## src/rtl/spec_pkg.sv

```systemverilog
// rtl/spec_pkg.sv - shared sizes, bin type and FSM state encodings for the spectrum frame receiver
package spec_pkg;

    localparam int DW    = 32;
    localparam int NBINS = 64;
    localparam int AW    = 6;

    typedef struct packed {
        logic [15:0] re;
        logic [15:0] im;
    } bin_t;

    typedef enum logic [1:0] {
        W_IDLE,
        W_FILL,
        W_DROP
    } wstate_t;

    typedef enum logic {
        R_IDLE,
        R_STREAM
    } rstate_t;

    // Saturating 16-bit increment used by the status counters.
    function automatic logic [15:0] sat_inc(input logic [15:0] v);
        return (v == 16'hFFFF) ? v : v + 16'd1;
    endfunction

endpackage

```

## src/rtl/spec_pp_bank.sv

```systemverilog
// rtl/spec_pp_bank.sv - two-bank ping-pong frame storage with per-bank full flags
module spec_pp_bank
    import spec_pkg::*;
(
    input  logic          clk,
    input  logic          rst,
    input  logic          wr_en,
    input  logic          wr_bank,
    input  logic [AW-1:0] wr_addr,
    input  logic [DW-1:0] wr_data,
    input  logic          commit,
    input  logic          rd_bank,
    input  logic [AW-1:0] rd_addr,
    output logic [DW-1:0] rd_data,
    input  logic          rel_en,
    output logic [1:0]    full
);

    logic [DW-1:0] mem [2*NBINS];
    logic [1:0]    full_nxt;

    // Bin storage write port; the bank index is the address MSB.
    always_ff @(posedge clk) begin
        if (wr_en) begin
            mem[{wr_bank, wr_addr}] <= wr_data;
        end
    end

    assign rd_data = mem[{rd_bank, rd_addr}];

    // Commit and release may hit different banks on the same edge; both apply.
    always_comb begin
        full_nxt = full;
        if (rel_en) begin
            full_nxt[rd_bank] = 1'b0;
        end
        if (commit) begin
            full_nxt[wr_bank] = 1'b1;
        end
    end

    // Full flag register.
    always_ff @(posedge clk or negedge rst) begin
        if (!rst) begin
            full <= 2'b00;
        end else begin
            full <= full_nxt;
        end
    end

endmodule

```

## src/rtl/spec_frame_rx.sv

```systemverilog
// rtl/spec_frame_rx.sv - spectrum frame receiver: ordering check, ping-pong capture, in-order replay (status counters under SPEC_RX_STATUS_EN)
module spec_frame_rx
    import spec_pkg::*;
(
    input  logic          clk,
    input  logic          rst,
    input  logic [DW-1:0] in_data,
    input  logic          in_valid,
    input  logic [AW-1:0] in_freq,
    input  logic          in_fin,
    output logic [DW-1:0] out_data,
    output logic [AW-1:0] out_freq,
    output logic          out_valid,
    output logic          out_fin,
    input  logic          out_ready,
    output logic          seq_err,
    output logic          ovf,
    input  logic          err_clr,
    output logic [15:0]   frame_cnt,
    output logic [15:0]   drop_cnt
);

    localparam logic [AW-1:0] LAST = AW'(NBINS - 1);

    wstate_t       w_state, w_next;
    rstate_t       r_state, r_next;
    logic [AW-1:0] exp_q, exp_nxt;
    logic          wb, rb;
    logic [AW:0]   ra;
    logic [1:0]    full;
    logic [DW-1:0] rd_data;

    logic wr_en, commit, set_seq, set_ovf, inc_frame, inc_drop;
    logic rd_load, rel_en, ra_clr, accept, start;

    assign start  = in_valid && (in_freq == '0);
    assign accept = out_valid && out_ready;

    spec_pp_bank u_bank (
        .clk     (clk),
        .rst     (rst),
        .wr_en   (wr_en),
        .wr_bank (wb),
        .wr_addr (in_freq),
        .wr_data (in_data),
        .commit  (commit),
        .rd_bank (rb),
        .rd_addr (ra[AW-1:0]),
        .rd_data (rd_data),
        .rel_en  (rel_en),
        .full    (full)
    );

    // Write FSM state, expected index and write bank pointer.
    always_ff @(posedge clk or negedge rst) begin
        if (!rst) begin
            w_state <= W_IDLE;
            exp_q   <= '0;
            wb      <= 1'b0;
        end else begin
            w_state <= w_next;
            exp_q   <= exp_nxt;
            wb      <= wb ^ commit;
        end
    end

    // Write FSM: accept in-order bins, commit on fin at the last bin, drop anything malformed.
    always_comb begin
        w_next    = w_state;
        exp_nxt   = exp_q;
        wr_en     = 1'b0;
        commit    = 1'b0;
        set_seq   = 1'b0;
        set_ovf   = 1'b0;
        inc_frame = 1'b0;
        inc_drop  = 1'b0;
        case (w_state)
            W_IDLE, W_DROP: begin
                if (start) begin
                    if (full[wb]) begin
                        w_next   = W_DROP;
                        set_ovf  = 1'b1;
                        inc_drop = 1'b1;
                    end else begin
                        wr_en   = 1'b1;
                        exp_nxt = AW'(1);
                        w_next  = W_FILL;
                    end
                end else if (in_valid) begin
                    if (w_state == W_IDLE) begin
                        set_seq = 1'b1;
                    end else if (in_fin) begin
                        w_next = W_IDLE;
                    end
                end
            end
            W_FILL: begin
                if (in_valid) begin
                    if (start) begin
                        // Restart: discard the partial frame and reuse the same bank.
                        set_seq  = 1'b1;
                        inc_drop = 1'b1;
                        wr_en    = 1'b1;
                        exp_nxt  = AW'(1);
                    end else if (in_freq == exp_q && in_freq == LAST && in_fin) begin
                        wr_en     = 1'b1;
                        commit    = 1'b1;
                        inc_frame = 1'b1;
                        w_next    = W_IDLE;
                    end else if (in_freq == exp_q && in_freq != LAST && !in_fin) begin
                        wr_en   = 1'b1;
                        exp_nxt = exp_q + AW'(1);
                    end else begin
                        // A frame-ending word returns to idle; a skip waits for the frame end.
                        set_seq  = 1'b1;
                        inc_drop = 1'b1;
                        w_next   = (in_fin || in_freq == LAST) ? W_IDLE : W_DROP;
                    end
                end
            end
            default: w_next = W_IDLE;
        endcase
    end

    // Read FSM state register.
    always_ff @(posedge clk or negedge rst) begin
        if (!rst) begin
            r_state <= R_IDLE;
        end else begin
            r_state <= r_next;
        end
    end

    // Read FSM: stream a full bank; on release go straight to the other bank if it is ready.
    always_comb begin
        r_next  = r_state;
        rd_load = 1'b0;
        rel_en  = 1'b0;
        ra_clr  = 1'b0;
        case (r_state)
            R_IDLE: begin
                if (full[rb]) begin
                    r_next = R_STREAM;
                    ra_clr = 1'b1;
                end
            end
            R_STREAM: begin
                rd_load = !ra[AW] && (!out_valid || out_ready);
                if (accept && out_fin) begin
                    rel_en = 1'b1;
                    ra_clr = 1'b1;
                    r_next = full[~rb] ? R_STREAM : R_IDLE;
                end
            end
            default: r_next = R_IDLE;
        endcase
    end

    // Read pointer, read address and the output register.
    always_ff @(posedge clk or negedge rst) begin
        if (!rst) begin
            rb        <= 1'b0;
            ra        <= '0;
            out_data  <= '0;
            out_freq  <= '0;
            out_valid <= 1'b0;
            out_fin   <= 1'b0;
        end else begin
            if (rel_en) begin
                rb <= ~rb;
            end
            if (ra_clr) begin
                ra <= '0;
            end else if (rd_load) begin
                ra <= ra + (AW+1)'(1);
            end
            if (rd_load) begin
                out_data  <= rd_data;
                out_freq  <= ra[AW-1:0];
                out_fin   <= (ra[AW-1:0] == LAST);
                out_valid <= 1'b1;
            end else if (accept) begin
                out_valid <= 1'b0;
                out_fin   <= 1'b0;
            end
        end
    end

    // Sticky error flags; a new error in the clear cycle keeps the flag set.
    always_ff @(posedge clk or negedge rst) begin
        if (!rst) begin
            seq_err <= 1'b0;
            ovf     <= 1'b0;
        end else begin
            seq_err <= set_seq | (seq_err & ~err_clr);
            ovf     <= set_ovf | (ovf & ~err_clr);
        end
    end

`ifdef SPEC_RX_STATUS_EN
    logic [15:0] frame_q, drop_q;

    // Saturating committed/dropped frame counters.
    always_ff @(posedge clk or negedge rst) begin
        if (!rst) begin
            frame_q <= '0;
            drop_q  <= '0;
        end else begin
            if (inc_frame) begin
                frame_q <= sat_inc(frame_q);
            end
            if (inc_drop) begin
                drop_q <= sat_inc(drop_q);
            end
        end
    end

    assign frame_cnt = frame_q;
    assign drop_cnt  = drop_q;
`else
    logic unused_cnt;
    assign unused_cnt = inc_frame ^ inc_drop;
    assign frame_cnt  = 16'h0;
    assign drop_cnt   = 16'h0;
`endif

endmodule

```

## config.mk

```make
export PLATFORM = sky130hd
export DESIGN_NAME = spec_frame_rx
export DESIGN_NICKNAME = d
export VERILOG_FILES = /design/src/rtl/spec_pkg.sv /design/src/rtl/spec_pp_bank.sv /design/src/rtl/spec_frame_rx.sv
export SDC_FILE = /design/constraint.sdc
export NUM_CORES = 2
export LEC_CHECK = 0
export CAP_MARGIN = 20
export CORE_MARGIN = 1.5
export CORE_UTILIZATION = 63
export DETAILED_ROUTE_END_ITERATION = 6
export HOLD_SLACK_MARGIN = 0.08
export PLACE_DENSITY = 0.8
export REMOVE_ABC_BUFFERS = 1
export SLEW_MARGIN = 15
export SYNTH_ARGS = -nofsm -noshare
export SYNTH_HDL_FRONTEND = slang
export SYNTH_SLANG_ARGS = --single-unit
```

## constraint.sdc

```tcl
create_clock -name clk -period 4.65 [get_ports clk]
set_input_delay 0.93 -clock clk [delete_from_list [all_inputs] [get_ports clk]]
set_output_delay 0.93 -clock clk [all_outputs]
set_load 0.1 [all_outputs]
```

## Word-level counts from Yosys, hierarchy flattened

Memories as Yosys holds them, arrays and structs flattened. A register that Yosys moved wholly into a read port is not among the register bits.
Cells that the tools add are included.

- Register bits: 30
- Latch bits: 0
- Memory bits (writable): 4096
- Memory bits (read-only): 0
- Input port bits: 44
- Output and inout port bits: 74
- Logic and storage cells: 138
- Memories kept: 1

- Add/sub/neg operators: 2
- Multipliers: 0
- Div/mod/pow operators: 0
- Order comparisons: 5
- Eq/ne operators: 16
- Shifts and indexed selects: 0
- Multiplexer cells: 67
- Bitwise logic cells: 11
- Reduce and logical (&&, ||, !) cells: 24

Memory list:

| name | words | width | read ports | clocked after Yosys merged registers in | write ports | line | text |
|---|---|---|---|---|---|---|---|
| u_bank.mem | 128 | 32 | 1 | 1 | 1 | spec_pp_bank.sv:19 | `logic [DW-1:0] mem [2*NBINS];` |

Operators with widths:

| kind | number |
|---|---|
| 2-to-1 mux 1 bit | 39 |
| 2-to-1 mux 6 bit | 6 |
| 2-to-1 mux 2 bit | 12 |
| inequality test 3 bit, second input constant | 6 |
| 2-to-1 mux 7 bit | 2 |
| == test 6 bit, second input constant | 2 |
| case mux 6 bit (2 select lines) | 1 |
| AND reduction 6 bit | 2 |
| logical AND 1 bit | 10 |
| inequality test 2 bit, second input constant | 4 |
| case mux 1 bit (2 select lines) | 4 |
| adder 7 x 1 -> 7 bit, second input constant | 1 |
| adder 6 x 1 -> 6 bit, second input constant | 1 |
| == test 6 bit | 1 |
| zero test 6 bit | 1 |
| less-than comparator 1 x 2 -> 1 bit, second input constant | 3 |
| inequality test 6 bit, second input constant | 1 |
| nonzero test 2 bit | 3 |
| zero test 1 bit | 4 |
| case mux 2 bit (2 select lines) | 1 |
| inverter 1 bit | 3 |
| bitwise AND 1 bit | 2 |
| bitwise AND 2 bit | 1 |
| demux 1 bit (select 1 bit) | 2 |
| 10 further kinds | 13 |

## Logic depth before layout (Yosys ltp)

- Depth after elaboration: 10
- Mapped depth: 13
- Mapped depth without buffers: 6

## By module

From an unflattened synthesis, not the netlist that was laid out.

- Cells, all modules: 6222
- Area total of the unflattened synthesis: 158652.2 µm²

By module, submodules not included:

| module | instances | cells each | area each (µm²) | sequential area each (µm²) |
|---|---|---|---|---|
| spec_pp_bank | 1 | 5967 | 155711.8 | 123048.0 |
| spec_frame_rx | 1 | 255 | 2940.3 | 1501.4 |

## Least setup slack after synthesis

OpenSTA, ideal clock, no wires.

- Kind: input -> register
- Start point: input in_freq[5]
- End point: memory u_bank.mem[99][0], enable pin
- Library setup time: 421 ps
- Arrival time: 3998 ps
- Required time: 4229 ps
- Setup slack: 231 ps
- Cell stages on the path: 8
- Buffers on the path: 2
- Cell sequence: buf_2 xor2_1 nor4_1 o2111ai_1 a21oi_1 nand3_1 clkbuf_1 nor2_1

- Longest elaborated chain between the ends: 10
- Elaborated cells between the ends (all ways): 17
- Those cells by class: eq/ne: 3; mux: 8; reduce/logical: 6

RTL lines:

| item | line | text |
|---|---|---|
| start: declaration | spec_frame_rx.sv:9 | `input logic [AW-1:0] in_freq,` |
| == test 6 bit or inequality test 6 bit (tied branches) | spec_frame_rx.sv:105, spec_frame_rx.sv:110 |  |
| logical AND 1 bit (2 in series) | spec_frame_rx.sv:110 | `end else if (in_freq == exp_q && in_freq != LAST && !in_fin) begin` |
| 2-to-1 mux 1 bit | spec_frame_rx.sv:110 |  |
| 2-to-1 mux 1 bit | spec_frame_rx.sv:105 | `end else if (in_freq == exp_q && in_freq == LAST && in_fin) begin` |
| 2-to-1 mux 1 bit | spec_frame_rx.sv:99 | `if (start) begin` |
| 2-to-1 mux 1 bit | spec_frame_rx.sv:98 | `if (in_valid) begin` |
| case mux 1 bit (2 select lines) | spec_frame_rx.sv:77 | `case (w_state)` |
| 2-to-1 mux 1 bit | spec_pp_bank.sv:24 | `if (wr_en) begin` |
| 2-to-1 mux 1 bit (not written as such) | spec_pp_bank.sv:25 | `mem[{wr_bank, wr_addr}] <= wr_data;` |
| end: declaration | spec_pp_bank.sv:19 |  |

Parallel ways exist; a longest one is shown, timed or not.

==> summary.md <==
| Metric | Value |
|---|---|
| Status | `finished, final reports clean` |
| Relative slew margins | `18.0%` |
| Mean post-synth cell area | `23.0 sq um` |
| CP arrival | `5090 ps` |
| Htree depth | `5` |
| Final Slew Violations | `0` |
| Hold Crit Class | `primary input to asynchronous set/reset pin` |
| CTS tree | `built` |
| Vias | `83,640` |
| Final worst-path cycle share | `92.0%` |
| Die width | `506 um` |
| IO buf count | `85` |
| Starting Density | `63.4%` |
| Worst R2R Path Depth | `9` |
| Multiplexer share of the synthesized area | `16.8%` |
| CP endpoint | `out_data[27]$_DFFE_PN0P_` |
| Yosys warns | `0` |
| Dpl hpwl | `268,000 um` |
| Clk slew on worst S/H paths | `70 ps` |
| Synth area leader | `edfxtp_1` |
| Synth Area in Adders | `0.0157%` |
| Ys flop type | `edfxtp_1` |
| Post-synth EDFFs | `4,096` |
| Worst Tran Pin Value | `1220 ps` |
| Crit path kind | `flop to flop` |
| Synthesized instance count | `6,929` |
| #FFs+latches synth | `4,158` |
| RR Endpoint | `out_data[27]$_DFFE_PN0P_` |
| Area Overhead vs Synth | `14.0%` |
| Post-Synth Simple-Gate Area | `1.19%` |
| Synth cell types | `56` |
| WL/cell | `42.3 um` |
| Power density over the cells | `494 nW/um^2` |
| Post-Route Utilization | `72.2%` |
| Post-CTS Setup Inserts | `0` |
| Share of layout cells above drive strength 1 | `29.2%` |
| DR iter-0 viols | `15,710` |
| Pin count of the biggest net entering global routing | `129` |
| Fmax | `234 MHz` |
| Internal reg-to-reg setup slack | `370 ps` |
| Largest family of logic cells by synthesized area | `multiplexers` |
| Top cell type's share of synthesized area | `77.1%` |
| Nets | `7,554` |
| Vias in the first global route | `82,152` |
| Worst slack, placed | `400 ps` |
| Worst path required time | `5460 ps` |
| Total gr overflow | `0` |
| Drt via density | `7.48` |
| Max_cap viols | `0` |
| First-pass DRT Iterations | `6` |
| RSZ-0062 raised after global routing | `false` |
| DP Area | `169,000 sq um` |
| DRC | `0` |
| # clock sinks | `4,158` |
| # setup viols final | `0` |
| Filler cells | `13,006` |
| Static leakage | `55.2 nW` |
| RD Place Congestion | `0.963` |
| Root Buffer | `clkbuf_16` |
| Worst vdd ir | `533 uV` |
| CP Launch Type | `flop` |
| Core area | `252,000 sq um` |
| TritonCTS Buffers | `405` |
| Remaining antenna violation count after routing | `0` |
| FF-to-FF Start | `ra[1]$_DFFE_PN0P_` |
| Global-route wire length before repair | `655,000 um` |
| Synth async-reset ratio | `1.49%` |
| Clk_lat worst skew | `990 ps` |
| Final setup TNS | `0 ps` |
| Most common cell in the netlist | `edfxtp_1` |
| Hold_ws | `386 ps` |
| Worst setup path startpoint | `ra[1]$_DFFE_PN0P_` |
| Largest cells by area after synthesis | `edfxtp_1, mux4_2, mux2i_1` |
| Antenna violations before repair | `38` |
| Hold violation total from the final report | `0` |
| Total GRT Usage | `37.3%` |
| Die area | `256,000 sq um` |
| Area fraction in compound gates after synthesis | `2.24%` |
| Synth Area in XOR/XNOR | `0.0659%` |
| Chip height | `506 um` |
| CTS Buffer Depth | `4` |
| Setup ws final | `371 ps` |
| FP Rows | `184` |
| Crit. End Element | `flop` |
| Synthesized cell area | `159,000 sq um` |
| Seq/Total Area, Yosys | `78.1%` |
| Fin area | `182,000 sq um` |
| Post-layout min period | `4280 ps` |
| Top post-synthesis cells by count | `edfxtp_1, mux4_2, mux2i_1` |
| Io pins | `118` |
| CP max FO | `37` |
| Routed WL | `473,000 um` |
| Clk_skew | `68.3 ps` |
-- worst min-delay path by stage --
stage	slack [ps]	depth (start not counted)	startpoint	to
3_5_place_dp	470	2	out_freq[4]$_DFFE_PN0P_	out_freq[4]$_DFFE_PN0P_
4_1_cts	360	2	rst	out_freq[0]$_DFFE_PN0P_
6_report	390	2	rst	out_freq[5]$_DFFE_PN0P_
2_1_floorplan	460	2	ra[6]$_DFFE_PN0P_	ra[6]$_DFFE_PN0P_
3_3_place_gp	460	1	ovf$_DFF_PN0_	ovf$_DFF_PN0_
5_1_grt	390	2	rst	out_freq[2]$_DFFE_PN0P_
-- metal layers --
| metal | track usage (%) | share of wire [%] | vias up |
|---|---|---|---|
| li1 | - | - | 30692 |
| met1 | 48.8 | 32 | 43099 |
| met2 | 57.2 | 47 | 8350 |
| met3 | 10.3 | 14 | 1479 |
| met4 | 21.8 | 7.4 | 20 |
| met5 | 0 | 0.025 | - |
-- report_power, final --
part	switching [W]	leakage [nW]	internal, W	total (W)
combinational	0.00893	11.5	0.00666	0.0156
sequential	0.000498	37.5	0.0413	0.0418
clock	0.0140	6.28	0.0184	0.0324
total	0.0234	55.2	0.0664	0.0898
-- flip-flops by register name (all words and copies together), names as in the netlist --
name and count:
ovf 1, w_state 2, seq_err 1, u_bank.mem 4096, exp_q 6, out_data 32, out_valid 1, u_bank.full 2
rb 1, out_fin 1, out_freq 6, wb 1, r_state 1, ra 7
-- stage by stage --
stage | total power [W] | cells
after global placement | 0.0574 | 10448
final | 0.0898 | 11181
after global routing | 0.0915 | 11173
after CTS | 0.0897 | 11171
after detailed placement | 0.0576 | 10448
after floorplan | 0.0477 | 6546
-- repair_timing --
item                                   in CTS  in global routing
hold buffers                                1                  0
endpoints found under the hold margin      21                  0
gates resized for setup                     0                  0
-- kinds of logic after synthesis --
family | count (synthesis)
AND/OR/NAND/NOR | 455
buffers and inverters | 427
other | 1
XOR/XNOR | 12
AO/OA/AOI/OAI | 497
multiplexers | 1377
adder cells (fa/ha/maj) | 2
flip-flops | 4158
-- worst max-delay path, cell delays in order, from the launching register on --
cell and delay, ps:
dfrtp_4 1170, buf_12 300, buf_12 280, buf_4 250, mux4_2 320, mux4_2 480
nor2_1 510, o31ai_1 320, nor3_1 360, nor3_1 100
-- cell type report --
cell class                 count  area, sq um  share of cell area [%]
clock buffer                 503        10800                    5.94
tap                         3348         4190                    2.30
inverter                      13         48.8                  0.0268
antenna                       10         25.0                  0.0138
clock inverter               219         1990                    1.10
multi-input combinational   2375        33500                    18.5
timing repair buffer         555         6610                    3.64
sequential                  4158       125000                    68.5
-- cells in the final DEF (no fill, tap or decap), types with 8 or more instances in the layout --
cell	netlist	routed
edfxtp_1	4096	4096
mux4_2	1037	1037
clkbuf_16	0	414
buf_4	64	318
mux2i_1	310	310
buf_12	3	185
nand2_1	172	166
nor2_4	0	127
clkinv_1	0	85
clkbuf_1	158	79
clkinv_2	0	76
a22oi_1	69	69
a21oi_1	67	67
a221oi_1	60	60
dfrtp_1	62	56
o22ai_1	53	53
o21ai_0	52	52
nor2_1	179	51
clkdlybuf4s50_1	0	51
a211oi_1	39	39
bufinv_16	0	37
nor3_1	33	33
conb_1	1	32
o221ai_1	31	31
mux2_2	30	30
nand3_1	29	27
o31ai_1	22	22
a31oi_1	16	16
a22o_1	14	14
a211o_1	13	13
a2111oi_0	15	12
o221a_1	11	11
diode_2	0	10
inv_1	12	10
clkbuf_8	0	10
clkinvlp_4	0	8
Power figures use the tool's default switching activity.
